### src/rtl/regfile_pkg.sv
// -----------------------------------------------------------------------------
// regfile_pkg
// Shared sizing, types and constants for the 16-entry register file and its
// write-enable decoder.
//   NREGS        : number of architectural registers
//   ADDR_W       : register index width
//   reg_addr_t   : register index type
//   reg_data_t   : register data type (64 bits)
//   ZERO_REG_IDX : index of the hardwired zero register
// -----------------------------------------------------------------------------
package regfile_pkg;

  localparam int NREGS  = 16;
  localparam int ADDR_W = 4;

  typedef logic [ADDR_W-1:0] reg_addr_t;
  typedef logic [63:0]       reg_data_t;

  localparam reg_addr_t ZERO_REG_IDX = 4'd15;

endpackage : regfile_pkg

### src/rtl/decoder_4to16.sv
// -----------------------------------------------------------------------------
// decoder_4to16
// Gated 4-to-16 one-hot decoder producing per-register write strobes.
// At most one output bit is set; none when en is low.
// Ports:
//   en     : input  decode enable (write enable)
//   addr   : input  [ADDR_W-1:0] register index
//   onehot : output [NREGS-1:0]  one-hot write strobes
// -----------------------------------------------------------------------------
module decoder_4to16
  import regfile_pkg::*;
(
  input  logic              en,
  input  logic [ADDR_W-1:0] addr,
  output logic [NREGS-1:0]  onehot
);

  // One-hot decode of the index, forced to all-zero when disabled.
  always_comb begin
    onehot = {NREGS{1'b0}};
    if (en) begin
      onehot = {{(NREGS-1){1'b0}}, 1'b1} << addr;
    end else begin
      onehot = {NREGS{1'b0}};
    end
  end

endmodule : decoder_4to16

### src/rtl/regfile_16x64.sv
// -----------------------------------------------------------------------------
// regfile_16x64
// 16-entry register file, two combinational read ports, one synchronous write
// port. Entry ZERO_REG has no storage: it always reads zero and drops writes.
// Reset is synchronous and active-low; it clears every entry and wins over a
// write in the same cycle.
//
// Optional build macro: REGFILE_BYPASS_EN
//   When defined, a read whose index matches an active write (reset_n high,
//   index not ZERO_REG) returns wr_data in the same cycle (write-first).
//   When undefined, such a read returns the stored (old) value until the edge.
//
// Ports:
//   clk        : input  system clock, state updates on posedge
//   reset_n    : input  synchronous active-low reset
//   wr_en      : input  write enable
//   wr_addr    : input  [3:0]       write index
//   wr_data    : input  [WIDTH-1:0] write data
//   rd_addr_a  : input  [3:0]       read port A index
//   rd_addr_b  : input  [3:0]       read port B index
//   rd_data_a  : output [WIDTH-1:0] read port A data (combinational)
//   rd_data_b  : output [WIDTH-1:0] read port B data (combinational)
// -----------------------------------------------------------------------------
module regfile_16x64
  import regfile_pkg::*;
#(
  parameter int WIDTH    = $bits(reg_data_t),
  parameter int ZERO_REG = int'(ZERO_REG_IDX)
) (
  input  logic              clk,
  input  logic              reset_n,
  input  logic              wr_en,
  input  logic [ADDR_W-1:0] wr_addr,
  input  logic [WIDTH-1:0]  wr_data,
  input  logic [ADDR_W-1:0] rd_addr_a,
  input  logic [ADDR_W-1:0] rd_addr_b,
  output logic [WIDTH-1:0]  rd_data_a,
  output logic [WIDTH-1:0]  rd_data_b
);

  logic [NREGS-1:0] wr_sel;
  logic [WIDTH-1:0] reg_val [NREGS];
  logic [WIDTH-1:0] mux_a;
  logic [WIDTH-1:0] mux_b;

  decoder_4to16 u_wr_dec (
    .en     (wr_en),
    .addr   (wr_addr),
    .onehot (wr_sel)
  );

  // Per-register storage; the zero register is a constant, not a flop.
  for (genvar g = 0; g < NREGS; g++) begin : g_reg
    if (g == ZERO_REG) begin : g_zero
      // The decoder still raises a strobe for this index; it is deliberately dropped.
      logic unused_zero_sel;
      assign unused_zero_sel = wr_sel[g];
      assign reg_val[g]      = {WIDTH{1'b0}};
    end else begin : g_flop
      logic [WIDTH-1:0] data_d;
      logic [WIDTH-1:0] data_q;

      // Next value: load on this register's strobe, otherwise hold.
      always_comb begin
        data_d = data_q;
        if (wr_sel[g]) begin
          data_d = wr_data;
        end else begin
          data_d = data_q;
        end
      end

      // Storage flop; reset is sampled on the edge and overrides any write.
      always_ff @(posedge clk) begin
        if (!reset_n) begin
          data_q <= {WIDTH{1'b0}};
        end else begin
          data_q <= data_d;
        end
      end

      assign reg_val[g] = data_q;
    end
  end

  // Bit-sliced read muxes: each data bit gathers its 16-bit slice across the
  // registers and selects one bit per port.
  for (genvar b = 0; b < WIDTH; b++) begin : g_bit
    logic [NREGS-1:0] slice;
    for (genvar r = 0; r < NREGS; r++) begin : g_slice
      assign slice[r] = reg_val[r][b];
    end
    assign mux_a[b] = slice[rd_addr_a];
    assign mux_b[b] = slice[rd_addr_b];
  end

`ifdef REGFILE_BYPASS_EN
  localparam logic [ADDR_W-1:0] ZERO_ADDR = ADDR_W'(ZERO_REG);

  logic fwd_a;
  logic fwd_b;

  // Forwarding qualifies: live write, not in reset, index match, not the zero register.
  always_comb begin
    fwd_a = reset_n & wr_en & (wr_addr == rd_addr_a) & (wr_addr != ZERO_ADDR);
    fwd_b = reset_n & wr_en & (wr_addr == rd_addr_b) & (wr_addr != ZERO_ADDR);
  end

  // Output select: forwarded write data or the stored value, per port.
  always_comb begin
    rd_data_a = mux_a;
    rd_data_b = mux_b;
    if (fwd_a) begin
      rd_data_a = wr_data;
    end else begin
      rd_data_a = mux_a;
    end
    if (fwd_b) begin
      rd_data_b = wr_data;
    end else begin
      rd_data_b = mux_b;
    end
  end
`else
  assign rd_data_a = mux_a;
  assign rd_data_b = mux_b;
`endif

endmodule : regfile_16x64

### config.mk
export PLATFORM = sky130hd
export DESIGN_NAME = regfile_16x64
export DESIGN_NICKNAME = d
export VERILOG_FILES = /design/src/rtl/regfile_pkg.sv /design/src/rtl/decoder_4to16.sv /design/src/rtl/regfile_16x64.sv
export SDC_FILE = /design/constraint.sdc
export NUM_CORES = 2
export LEC_CHECK = 0
export ABC_AREA = 1
export CAP_MARGIN = 10
export CORE_MARGIN = 2
export CORE_UTILIZATION = 40
export DETAILED_ROUTE_END_ITERATION = 16
export DONT_BUFFER_PORTS = 1
export GPL_ROUTABILITY_DRIVEN = 0
export MAX_ROUTING_LAYER = met4
export PLACE_DENSITY_LB_ADDON = 0.15
export SETUP_SLACK_MARGIN = 0.05
export SLEW_MARGIN = 20
export SYNTH_ARGS = -nofsm -noshare
export SYNTH_HDL_FRONTEND = slang
export SYNTH_SLANG_ARGS = --single-unit
### constraint.sdc
create_clock -name clk -period 3.3 [get_ports clk]
set_clock_uncertainty 0.1 [all_clocks]
set_input_delay 0.99 -clock clk [delete_from_list [all_inputs] [get_ports clk]]
set_output_delay 0.99 -clock clk [all_outputs]
set_load 0.005 [all_outputs]
# Word level (Yosys, flattened, before mapping)
# Index checks and enable logic that the tools add are counted.
dict set report totals {
  reg_bits 960
  in_bits 79
  out_inout_bits 128
  wordCells 275
}
dict set report op_classes {
  order_cmp 2
  n_shift 1
  mux 257
}
# op n
set op_table {}
lappend op_table {{1-bit binary-select mux with 4-bit select} 128}
lappend op_table {{1-bit 2-to-1 mux} 128}
lappend op_table {{15-bit 2-to-1 mux} 1}
lappend op_table {{1-bit by 4-bit left shift with 15-bit output (first input constant)} 1}
lappend op_table {{4-bit by 5-bit < comparator with 1-bit output (second input constant)} 2}

# Longest topological paths before layout
dict set report depth {
  word_depth 2
  depth_mapped 9
  mapped_depth_nobuf 7
}

# Cells and area by module
# Synthesis repeated with hierarchy kept, for this count alone.
dict set report hier_totals {
  cells_unflattened 8394
  hier_area_um2 52641.7
}
# mod n_inst cells_each area_per_inst_um2 seq_area_each_um2
set by_module_without_submodules {}
lappend by_module_without_submodules {regfile_16x64 1 8363 52515.4 19218.4}
lappend by_module_without_submodules {decoder_4to16 1 31 126.4 0.0}

# Worst setup path after synthesis
# Ideal clock, no wire load.
dict set report synth_timing {
  path_type {in2out}
  from {input port rd_addr_a[0]}
  to {output port rd_data_a[0]}
  arrival_time_ps 1932
  t_required_ps 2210
  path_slack_ps 278
  path_stages 8
  n_path_buf 3
  path_cell_list {buf_2 buf_2 clkbuf_1 nand2_1 nand3_1 nand3_1 nand3_1 nand2_1}
}
dict set report synth_via {
  elab_chain_cells 2
}
# element line_no
set synth_lines {}
lappend synth_lines {{start, declared} regfile_16x64.sv:35} ;# input logic [ADDR_W-1:0] rd_addr_a,
lappend synth_lines {{1-bit binary-select mux with 4-bit select} regfile_16x64.sv:93} ;# assign mux_a[b] = slice[rd_addr_a];
lappend synth_lines {{1-bit 2-to-1 mux (implied by the code)} regfile_16x64.sv:93}
lappend synth_lines {{end, declared} regfile_16x64.sv:37} ;# output logic [WIDTH-1:0] rd_data_a,
# Every way passes these cells. The select of a mux whose other input is x is not followed.

# Worst setup path in the final report
dict set report layout_timing {
  from {input port rd_addr_a[0]}
  to {output port rd_data_a[40]}
}
# The elaborated chain is that of the path after synthesis.

==> flow_summary.toml <==
[power_and_ir_drop]
pwr-share-seq_pct = 42.0
cell_internal_pwr_w = 0.0208
combPwrFrac_pct = 12.1
peakVddDrop_uv = 401
power_density_mw_per_mm2 = 486
power_frac_clock_pct = 45.9
p_sw_w = 0.00757
swShare_pct = 26.7
p_leak_nw = 25.5

[sta]
fmax_mhz = 241
rsz0062_at_grt = "true"
period_share_pct = 126
fin_crit_ns = 4.14
setup_viol = 128
setup_slack_ns = -0.843
hold_viol_final = 0
holdWs_ns = 0.286
slew_headroom_pct = -32.6
drv_slew = 433
worst_pin_slew_ns = 1.99

[die]
rows = 132
core_mm2 = 0.130
design.die.area_mm2 = 0.134
start_util_pct = 40.3
top_level_ports = 207
die_w_um = 365
die_h_um = 365

[yosys]
async_flop_share_pct = 0
ys_warn_count = 0
synth.most_common_cell = "nand2_1"
synth_commonest_cells = "nand2_1 (1,934), nand3_1 (1,797), dfxtp_1 (960)"
synth_cells = 8447
synth_area_leader_cell = "dfxtp_1"
synth-edff-count = 0
postSynthAreaPerCell_um2 = 6.19
ys_seq_area_share_pct = 36.8
synth_top_area_share_pct = 36.8
synth_cell_types = 16
synth.area.top_cells = "dfxtp_1 (37%), nand3_1 (17%), nand2_1 (14%), a21oi_1 (8.0%), o21ai_0 (7.8%)"
syn_nets = 8526
synth_area_mm2 = 0.0523
synth_flop_cell = "dfxtp_1"
ys_ff_latch = 960

[cts]
clock_path_buffers = 3
htreeDepth = 3
cts_sinks = 960
cts_hold_buf = 0
numCtsBuffers = 117
postCtsSetupBuffers = 0
clk_pin_slew_ns = 0.06
insertion_delay_ns = 0.74
cts-root-buf = "clkbuf_16"
cts_tree = "yes"

[cells_and_area]
area_growth_pct = 11.6
nets = 8062
drive_gt1_share_pct = 5.76
final_util_pct = 45.0
top_regs = "g.g_flop.data_q x960"
diodes = 0
nFillCells = 13500
top_register = "g.g_flop.data_q"
largest_reg_flops = 960

[setup_path]
r2r_start = "g_reg[7].g_flop.data_q[34]$_SDFFE_PN0P_"
required_ns = 2.21
reg2reg_slack_ns = 2.53
timing.rr.end = "g_reg[7].g_flop.data_q[34]$_SDFFE_PN0P_"
cp_max_fo = 449
end_kind = "primary output"
reg2reg_depth = 2
crit_type = "in -> out"
start_kind = "primary input"
worstPathArrival_ns = 3.05

[detailed_routing]
drcViolationCount = 0
first_pass_iters = 8
wl_um = 209000
vias_per_cell = 5.59
post_drt_wl_per_cell_um = 21.3
vias = 54900
drt_iter0_markers = 5840
ant_nets = 0

[global_route]
grt_max_degree = 961
grt_pass1_vias = 49900
grt_pass1_wl_um = 316000
antenna_found_initial = 7
grt_overflow_total = 0
grt_usage_pct = 31.4

[flow_run]
drv_cap = 0

[status]
violations = "slew limit, setup timing"
outcome = "finished with violations"

[min_path]
hold_end = "g_reg[7].g_flop.data_q[3]$_SDFFE_PN0P_"
holdCritStartpoint = "wr_data[3]"
min_delay_path_depth = 2
hold_path.class = "in -> reg"

[place]
io_buffers = 0
dpl.hpwl_um = 110000
-- stage by stage --
step / power [W] / instances / cell area, µm² / setup TNS, ns / setup WS [ns]
6_report: 0.0284 / 9818 / 58300 / -57.88 / -0.843
5_1_grt: 0.0294 / 9818 / 58300 / -22.83 / -0.392
4_1_cts: 0.0285 / 9818 / 58300 / -1.91 / -0.0991
3_5_place_dp: 0.0155 / 9606 / 54300 / -3.72 / -0.121
3_3_place_gp: 0.0154 / 9606 / 54300 / -0.640 / -0.0548
2_1_floorplan: 0.0148 / 8447 / 52300 / 0 / 0.278
-- worst max-delay path by stage --
stage                      start             to  slack, ns  cells after the start
floorplan           rd_addr_a[0]   rd_data_a[0]       0.28                      8
global placement    rd_addr_a[0]  rd_data_a[40]      -0.05                      8
detailed placement  rd_addr_b[0]   rd_data_b[2]      -0.12                      7
CTS                 rd_addr_b[0]  rd_data_b[47]       -0.1                      9
global route        rd_addr_a[0]   rd_data_a[6]      -0.39                      8
finish              rd_addr_a[0]  rd_data_a[40]      -0.84                      7
-- layout make-up --
type	count	area [µm²]	share of cell area (%)
Multi-Input combinational cell	5787	26500	45.4
Sequential cell	960	19200	32.9
Inverter	912	3520	6.03
Clock buffer	172	3450	5.91
Timing Repair Buffer	205	3100	5.31
Tap cell	1742	2180	3.74
Clock inverter	40	388	0.665
-- worst max-delay path, cell delays in order --
cell and delay [ns]:
clkinv_16 0.45, buf_12 0.24, buf_12 0.16, nand3_1 0.07, nand3_1 0.10, nand3_1 0.10
nand2_1 0.24
-- placed cells by master, fill, tap and decap left out, drive strengths merged --
cell type / n
bufinv: 6
o21ai: 960
clkbuf: 172
a21oi: 832
nor2: 264
nand2: 1934
dfxtp: 960
inv: 914
clkinvlp: 3
buf: 205
nand3: 1797
clkinv: 29
-- logic make-up (layout without fill, tap and decap cells) --
| family | Yosys count | count (layout) | synth area share, % |
|---|---|---|---|
| DFF | 960 | 960 | 36.8 |
| AOI/OAI and AO/OA | 1792 | 1792 | 17.2 |
| buffers and inverters | 1700 | 1329 | 13.1 |
| and+or+nand+nor | 3995 | 3995 | 33.0 |
-- routing by layer --
layer  up-vias  wire, µm  global-route usage (%)
met4         0      7480                    11.5
met3       441     18200                    5.48
met5         -         0                       -
li1      26500         -                       -
met1     25500     91700                    41.3
met2      2380     91600                    48.1
-- power groups by stage --
stage,combinational [W],sequential (W),clock (W)
after floorplan,0.00266,0.0122,0
after global placement,0.00325,0.0122,0
after detailed placement,0.00329,0.0122,0
after CTS,0.00332,0.0119,0.0132
after global routing,0.00374,0.0119,0.0137
final,0.00342,0.0119,0.0130
-- timing repair --
item                       CTS  global route
resized for setup           42            24
setup endpoints to repair   79           128
pin swaps                    1             2
No activity file was read; power rests on OpenSTA's default activity.
